File: src/rtl/uart_pkg.sv
// Shared UART definitions: scheduler state encoding, default timing constants
// and a counter-width helper used by the TX scheduler and the bit timer.
package uart_pkg;

  typedef enum logic [1:0] {
    IDLE = 2'd0,
    SEND = 2'd1,
    GAP  = 2'd2
  } tx_state_e;

  localparam int DEF_BIT_CNT        = 10417;   // 100 MHz / 9600 baud
  localparam int DEF_BITS_PER_FRAME = 10;      // start + 8 data + stop
  localparam int DEF_GAP_CNT        = 100000;

  typedef struct packed {
    logic       req;
    logic [7:0] data;
  } byte_req_t;

  // Width able to hold 0..n-1, never narrower than one bit.
  function automatic int cnt_w(input int n);
    return (n > 1) ? $clog2(n) : 1;
  endfunction

endpackage

File: src/rtl/uart_bit_timer.sv
// Bit-period timer for one 8N1 frame: registered tick at the start of every
// bit period, current bit index, and a done strobe in the frame's last cycle.
module uart_bit_timer
  import uart_pkg::*;
#(
  parameter int BIT_CNT        = DEF_BIT_CNT,
  parameter int BITS_PER_FRAME = DEF_BITS_PER_FRAME
) (
  input  logic                              clk,
  input  logic                              rst,
  input  logic                              start,
  input  logic                              enable,
  output logic                              tick,
  output logic [cnt_w(BITS_PER_FRAME)-1:0]  bit_idx,
  output logic                              done
);

  localparam int CW = cnt_w(BIT_CNT);
  localparam int IW = cnt_w(BITS_PER_FRAME);
  localparam logic [CW-1:0] CNT_LAST = CW'(BIT_CNT - 1);
  localparam logic [IW-1:0] IDX_LAST = IW'(BITS_PER_FRAME - 1);

  logic [CW-1:0] bit_cnt;
  logic          wrap;

  assign wrap = enable && (bit_cnt == CNT_LAST);
  assign done = wrap && (bit_idx == IDX_LAST);

  // tick is produced one cycle early so it lines up with bit_cnt == 0.
  always_ff @(posedge clk or negedge rst) begin
    if (!rst) begin
      bit_cnt <= '0;
      bit_idx <= '0;
      tick    <= 1'b0;
    end else if (start) begin
      bit_cnt <= '0;
      bit_idx <= '0;
      tick    <= 1'b1;
    end else if (wrap) begin
      bit_cnt <= '0;
      bit_idx <= done ? '0 : bit_idx + 1'b1;
      tick    <= !done;
    end else begin
      if (enable) bit_cnt <= bit_cnt + 1'b1;
      tick <= 1'b0;
    end
  end

endmodule

File: src/rtl/uart_tx_sched.sv
// Round-robin scheduler sharing one 8N1 serializer between two byte sources;
// owns the bit-rate timer and the inter-frame gap timer.
module uart_tx_sched
  import uart_pkg::*;
#(
  parameter int BIT_CNT        = DEF_BIT_CNT,
  parameter int BITS_PER_FRAME = DEF_BITS_PER_FRAME,
  parameter int GAP_CNT        = DEF_GAP_CNT
) (
  input  logic       clk,
  input  logic       rst,
  input  logic       req0,
  input  logic [7:0] data0,
  output logic       gnt0,
  input  logic       req1,
  input  logic [7:0] data1,
  output logic       gnt1,
  output logic       tx_tick,
  output logic [7:0] tx_data,
  output logic       busy,
  output logic       owner
);

  localparam int IW = cnt_w(BITS_PER_FRAME);
  localparam int GW = cnt_w(GAP_CNT + 1);
  localparam logic [IW-1:0] IDX_LAST = IW'(BITS_PER_FRAME - 1);
  localparam logic [GW-1:0] GAP_LAST = (GAP_CNT > 0) ? GW'(GAP_CNT - 1) : '0;

  tx_state_e     state_q, state_d;
  byte_req_t     rq [2];
  logic          any_req, win, last;
  logic [GW-1:0] gap_cnt, gap_d;
  logic          gnt0_d, gnt1_d, busy_d, owner_d, last_d;
  logic [7:0]    tx_data_d;
  logic          tmr_start, tmr_en, tmr_done;
  logic [IW-1:0] bit_idx;

  assign rq[0] = '{req: req0, data: data0};
  assign rq[1] = '{req: req1, data: data1};

  assign any_req = rq[0].req || rq[1].req;
  // On a tie the requester that did not win last time goes next.
  assign win     = (rq[0].req && rq[1].req) ? !last : rq[1].req;

  assign tmr_start = (state_q == IDLE) && any_req;
  assign tmr_en    = (state_q == SEND);

  uart_bit_timer #(
    .BIT_CNT        (BIT_CNT),
    .BITS_PER_FRAME (BITS_PER_FRAME)
  ) u_bit_timer (
    .clk     (clk),
    .rst     (rst),
    .start   (tmr_start),
    .enable  (tmr_en),
    .tick    (tx_tick),
    .bit_idx (bit_idx),
    .done    (tmr_done)
  );

  always_ff @(posedge clk or negedge rst) begin
    if (!rst) begin
      state_q <= IDLE;
      gnt0    <= 1'b0;
      gnt1    <= 1'b0;
      busy    <= 1'b0;
      tx_data <= 8'h00;
      owner   <= 1'b0;
      last    <= 1'b1;
      gap_cnt <= '0;
    end else begin
      state_q <= state_d;
      gnt0    <= gnt0_d;
      gnt1    <= gnt1_d;
      busy    <= busy_d;
      tx_data <= tx_data_d;
      owner   <= owner_d;
      last    <= last_d;
      gap_cnt <= gap_d;
    end
  end

  always_comb begin
    state_d = state_q;
    case (state_q)
      IDLE:    if (any_req) state_d = SEND;
      SEND:    if (tmr_done) state_d = (GAP_CNT == 0) ? IDLE : GAP;
      GAP:     if (gap_cnt == GAP_LAST) state_d = IDLE;
      default: state_d = IDLE;
    endcase
  end

  always_comb begin
    gnt0_d    = 1'b0;
    gnt1_d    = 1'b0;
    busy_d    = (state_d != IDLE);
    tx_data_d = tx_data;
    owner_d   = owner;
    last_d    = last;
    gap_d     = '0;
    if (tmr_start) begin
      gnt0_d    = !win;
      gnt1_d    = win;
      tx_data_d = rq[win].data;
      owner_d   = win;
      last_d    = win;
    end
    if ((state_q == GAP) && (state_d == GAP)) gap_d = gap_cnt + 1'b1;
  end

  a_idx_range: assert property (@(posedge clk) disable iff (!rst) bit_idx <= IDX_LAST);
  a_tick_busy: assert property (@(posedge clk) disable iff (!rst) tx_tick |-> busy);

endmodule

File: config.mk
export PLATFORM = sky130hd
export DESIGN_NAME = uart_tx_sched
export DESIGN_NICKNAME = d
export VERILOG_FILES = /design/src/rtl/uart_pkg.sv /design/src/rtl/uart_bit_timer.sv /design/src/rtl/uart_tx_sched.sv
export SDC_FILE = /design/constraint.sdc
export NUM_CORES = 1
export LEC_CHECK = 0
export ABC_AREA = 1
export CORE_UTILIZATION = 30
export DETAILED_ROUTE_END_ITERATION = 6
export HOLD_SLACK_MARGIN = 0.12
export PLACE_DENSITY = 0.52
export REMOVE_ABC_BUFFERS = 1
export SETUP_SLACK_MARGIN = 0.3
export SLEW_MARGIN = 40
export SYNTH_ARGS = -nofsm -noshare
export SYNTH_HDL_FRONTEND = slang
export SYNTH_SLANG_ARGS = --single-unit
File: constraint.sdc
create_clock -name clk -period 1.3 [get_ports clk]
set_input_delay 0.13 -clock clk [delete_from_list [all_inputs] [get_ports clk]]
set_output_delay 0.13 -clock clk [all_outputs]
set_load 0.02 [all_outputs]
### Yosys cells after proc, flatten, opt, wreduce, memory -nomap -nowiden

Index checks and enable logic that the tools add are counted.

| cells by class | value |
|---|---|
| add/subtract/negate cells | 3 |
| $mul | 0 |
| div/mod/pow operators | 0 |
| magnitude comparators | 1 |
| equality and inequality tests | 6 |
| shift-type cells | 0 |
| multiplexer cells | 19 |
| bitwise gates (word level) | 1 |
| reductions and logical operators | 13 |

Operator list:

| cell | number |
|---|---|
| 14-bit 2-to-1 mux | 3 |
| 8-bit 2-to-1 mux | 3 |
| 17-bit by 1-bit adder with 17-bit output, second input constant | 1 |
| 17-bit equality test, second input constant | 1 |
| 17-bit 2-to-1 mux | 1 |
| 14-bit by 1-bit adder with 14-bit output, second input constant | 1 |
| 14-bit equality test, second input constant | 1 |
| 4-bit 2-to-1 mux | 3 |
| 2-bit 2-to-1 mux | 3 |
| 2-bit case mux with 3 select lines | 1 |
| 1-bit logical AND | 5 |
| 1-bit 2-to-1 mux | 5 |
| 4-bit by 1-bit adder with 4-bit output, second input constant | 1 |
| 2-bit equality test, second input constant | 2 |
| 4-bit equality test, second input constant | 1 |
| 2-bit nonzero test | 2 |
| 1-bit logical NOT | 3 |
| 3-bit nonzero test | 1 |
| 2-bit by 1-bit equality test with 1-bit output, second input constant | 1 |
| 2-bit >= comparator, second input constant | 1 |
| 2-bit logical NOT | 1 |
| 1-bit NOT with 2-bit output | 1 |
| 1-bit logical OR | 1 |

| word-level totals | value |
|---|---|
| register bits after elaboration | 51 |
| latch bits | 0 |
| bits in writable memories | 0 |
| memory bits (read-only) | 0 |
| input port bits | 20 |
| output and inout bits | 13 |
| logic and storage cells | 54 |
| memories | 0 |

### Depth between registers and ports, before layout

| logic depth | value |
|---|---|
| depth after elaboration | 8 |
| gate-level depth with buffers | 11 |
| mapped depth without buffers | 11 |

### By module

From an unflattened synthesis, not the netlist that was laid out.

| second synthesis, totals | value |
|---|---|
| cells, all modules | 362 |
| area, all modules | 2,735.1 um^2 |

By module, submodules not included:

| module | instances | cells an instance | area each (um^2) | sequential area each (um^2) |
|---|---|---|---|---|
| uart_tx_sched | 1 | 202 | 1,576.5 | 802.0 |
| uart_bit_timer | 1 | 160 | 1,158.6 | 475.5 |

### Least setup slack after synthesis

Ideal clock, no wire load.

| path | value |
|---|---|
| path kind | register to register |
| start | register gap_cnt[0] |
| end | register state_q[1] |
| setup time | 0.119 ns |
| arrival | 1.237 ns |
| required time | 1.181 ns |
| path slack | -0.056 ns |
| stages on the path, launching flop included | 10 |
| path buffers | 1 |
| period minus slack after synthesis | 1.356 ns |
| path through | dfrtp_1 ha_1 nand2_1 nor2_2 inv_1 nor2_1 nand2_1 nand3_4 buf_6 nand2_1 |

| on the way | value |
|---|---|
| longest elaborated chain between the ends | 3 |

RTL lines:

| what | RTL line | source |
|---|---|---|
| start, declared | uart_tx_sched.sv:32 | `logic [GW-1:0] gap_cnt, gap_d;` |
| start signal, assigned | uart_tx_sched.sv:79 | `gap_cnt <= gap_d;` |
| 17-bit equality test | uart_tx_sched.sv:88 | `GAP: if (gap_cnt == GAP_LAST) state_d = IDLE;` |
| 2-bit 2-to-1 mux | uart_tx_sched.sv:88 |  |
| 2-bit case mux with 3 select lines | uart_tx_sched.sv:85 | `case (state_q)` |
| via state_d[1] | uart_tx_sched.sv:29 | `tx_state_e state_q, state_d;` |
| end signal, assigned | uart_tx_sched.sv:72 | `state_q <= state_d;` |
| end, declared | uart_tx_sched.sv:29 |  |

The timed path passes the listed nets, and every way through them passes these cells.
A chain may end at the register's enable or synchronous reset.

### Worst setup path in the final report

| path | value |
|---|---|
| start | register u_bit_timer.bit_cnt[0] |
| end | register u_bit_timer.bit_cnt[8] |

| on the way | value |
|---|---|
| longest elaborated chain between the ends | 4 |
| elaborated cells between the ends (all ways) | 7 |
| classes of those cells | add/sub (1); eq/ne (1); mux (3); reduce/logical (2) |

RTL lines:

| what | RTL line | source |
|---|---|---|
| start, declared | uart_bit_timer.sv:23 | `logic [CW-1:0] bit_cnt;` |
| start signal, assigned | uart_bit_timer.sv:44 | `if (enable) bit_cnt <= bit_cnt + 1'b1;` |
| 14-bit by 1-bit adder with 14-bit output / 14-bit equality test (equally long branches) | uart_bit_timer.sv:44, uart_bit_timer.sv:26 |  |
| 14-bit 2-to-1 mux / 1-bit logical AND (equally long branches) | uart_bit_timer.sv:44, uart_bit_timer.sv:26 |  |
| 14-bit 2-to-1 mux | uart_bit_timer.sv:39 | `end else if (wrap) begin` |
| 14-bit 2-to-1 mux | uart_bit_timer.sv:35 | `end else if (start) begin` |

Several ways; a longest one is shown, not always the timed one. The select of a mux whose other input is x is not followed.

==> results.py <==
metrics = {
    "power_and_ir_drop": {
        "powerDensity_nw_per_um2": 1210,
        "leakage_nw": 1.96,
        "ir_drop_v": 0.000598,
    },
    "placement": {
        "io_buffers": 32,
        "hpwl_um": 5260,
        "place_ws_ns": -0.192,
        "gp_congestion": 0.836,
    },
    "cts": {
        "clockRootBuffer": "clkbuf_8",
        "htree_num_levels": 2,
        "max-clock-path-buffers": 2,
        "cts_tree": "built",
        "cts_made_buffers": 5,
        "clk_pin_slew_ns": 0.10,
        "clock_latency_ns": 0.30,
        "cts_sinks": 51,
    },
    "worst_setup_path": {
        "path_max_fanout": 4,
        "crit_path_end_kind": "flop",
        "cp-start-kind": "flop",
        "cp.arrival_ns": 1.65,
        "crit_type": "flop to flop",
        "worstPathRequired_ns": 1.54,
    },
    "grt": {
        "antenna_found_initial": 0,
        "gr-usage-all-layers": 0.166,
        "grt_pass1_wl_um": 12800,
        "grt-ovfl-total": 0,
        "grt_pass1_vias": 2665,
        "grt_max_degree": 29,
    },
    "floorplan": {
        "num_rows": 34,
        "io_pins": 33,
        "placeableCoreArea_sq_um": 8850,
        "die_h_um": 98.1,
        "dieArea_sq_um": 9630,
        "die_x_um": 98.1,
        "initial_core_util": 0.313,
    },
    "synthesis": {
        "yosys.area.top_type": "dfrtp_1",
        "synthDistinctLibCells": 27,
        "ys_seq_area_frac": 0.461,
        "ys_ff_latch": 51,
        "syn_area_sq_um": 2770,
        "syn_avg_cell_area_sq_um": 7.53,
        "syn_inst": 368,
        "synth_top_area_frac": 0.451,
        "yosysWarnings": 0,
        "synth.area.top_cells": "dfrtp_1, nand2_1, nor2_1",
    },
    "route": {
        "wire_per_inst_um": 13.3,
        "routed_wl_um": 7810,
        "vias": 2740,
        "routed_via_density": 4.68,
        "drt-initial-drc-count": 108,
        "route.detailed.drc": 1,
        "dr.pass1.iters": 6,
        "antenna_left": 0,
    },
    "timing": {
        "finalSetupViolations": 35,
        "slew_viol_final": 0,
        "period_share": 1.08,
        "fin_ws_ns": -0.103,
        "worstMarginPinSlew_ns": 0.409,
        "fmax_ghz": 0.713,
        "slew_headroom": 0.727,
        "rsz0062_at_grt": "true",
        "hold_violations": 0,
        "period_minus_slack_ns": 1.40,
        "clock-skew-final_ns": 0.00695,
    },
    "layout": {
        "final_common_cell": "nand2_1",
        "final_cell_mix": "nand2_1, buf_4, nor2_1",
        "nets": 502,
        "layout-drive-gt1-share": 0.383,
        "antenna_cells": 0,
        "post-route-util": 0.488,
        "synthToLayoutAreaGrowth_pct": 55.8,
    },
    "hold_path": {
        "min_path_type": "primary input to asynchronous set/reset pin",
    },
    "outcome": {
        "outcome": "finished with violations",
        "violations": "DRC, setup timing",
    },
    "flow_run": {
        "cap_violations": 0,
    },
}
==> layout make-up <==
class,count,area (sq um)
multi-input cells,273,1680
repair inverters,2,16.3
flip-flops and latches,51,1280
repair buffers,101,902
inverters,43,179
clock buffers,6,82.6
well taps,108,135
fillers,862,4530
clock inverters,2,38.8
==> Yosys cell counts (all sizes together) <==
cell type and instances:
a21oi 9, buf 4, clkinv 1, dfrtp 50, dfstp 1, ha 5
inv 42, nand2 106, nand3 31, nand3b 2, nand4 13, nor2 71
nor3 6, o21ai 12, o21bai 2, or2 1, xnor2 3, xor2 9
==> report_power, final <==
group          internal [mW]  leakage (nW)  switching, mW
registers               1.83         0.669          0.238
clock network          0.634        0.0618          0.565
logic                   1.02          1.23          0.941
==> registers in the layout, summed over array words and instances (netlist names), 2 cells and up <==
name                 cells
gap_cnt                 17
u_bit_timer.bit_cnt     14
tx_data                  8
u_bit_timer.bit_idx      4
state_q                  2
==> worst max-delay path, stage by stage (launching register included) <==
cell and delay, ns:
dfrtp_1 0.40, buf_6 0.12, ha_4 0.15, nand2_4 0.06, nor2_1 0.11, buf_4 0.16
nand2_2 0.08, o21ai_2 0.11, nand2_1 0.06, nor2_1 0.09
==> final timing paths <==
kind / startpoint / to / slack [ns] / cells after the start
setup / recovery: u_bit_timer.bit_cnt[0]$_DFFE_PN0P_ / u_bit_timer.bit_cnt[8]$_DFFE_PN0P_ / -0.10 / 9
hold / removal: rst / gap_cnt[3]$_DFF_PN0_ / 0.27 / 2
setup reg to reg: u_bit_timer.bit_cnt[0]$_DFFE_PN0P_ / u_bit_timer.bit_cnt[8]$_DFFE_PN0P_ / -0.10 / 9
hold reg to reg: last$_DFFE_PN1P_ / last$_DFFE_PN1P_ / 0.50 / 2
max in group asynchronous: rst / u_bit_timer.bit_cnt[2]$_DFFE_PN0P_ / 0.52 / 3
min in group clk: data0[3] / tx_data[3]$_DFFE_PN0P_ / 0.37 / 3
==> per-stage QoR <==
stage	hold WS [ns]	TNS, ns	instances	total power, mW	instance area [sq um]
final	0.275	-1.20	586	5.23	4320
after global routing	0.298	-4.53	586	5.53	4320
after CTS	0.279	-2.05	573	4.87	4000
after detailed placement	0.0834	-4.42	553	3.43	3570
after global placement	0.0824	-3.73	553	3.43	3570
after floorplan	-0.166	-0.185	364	2.65	2740
==> cell families after synthesis <==
family / after synthesis / share of synthesized area
AO/OA/AOI/OAI: 23 / 0.0433
XOR/XNOR: 12 / 0.0379
adder cells (fa/ha/maj): 5 / 0.0226
buffers and inverters: 47 / 0.0709
flip-flops: 51 / 0.461
AND/OR/NAND/NOR: 230 / 0.364
==> layer usage <==
metal / routed length, um / GRT usage / vias to the layer above
met1: 3670 / 0.222 / 1300
met3: 183 / 0.0251 / 7
met5: 0 / 0 / -
met2: 3850 / 0.277 / 41
met4: 100 / 0.0490 / 0
li1: - / - / 1392
==> timing repair <==
action,CTS,global route
gates cloned,4,1
endpoints found under the setup margin,64,61
gates resized for setup,134,61
pin swaps,37,22
hold endpoints to repair,51,0
hold buffers,1,0
buffers inserted,7,12
No activity file was read; power rests on OpenSTA's default activity.
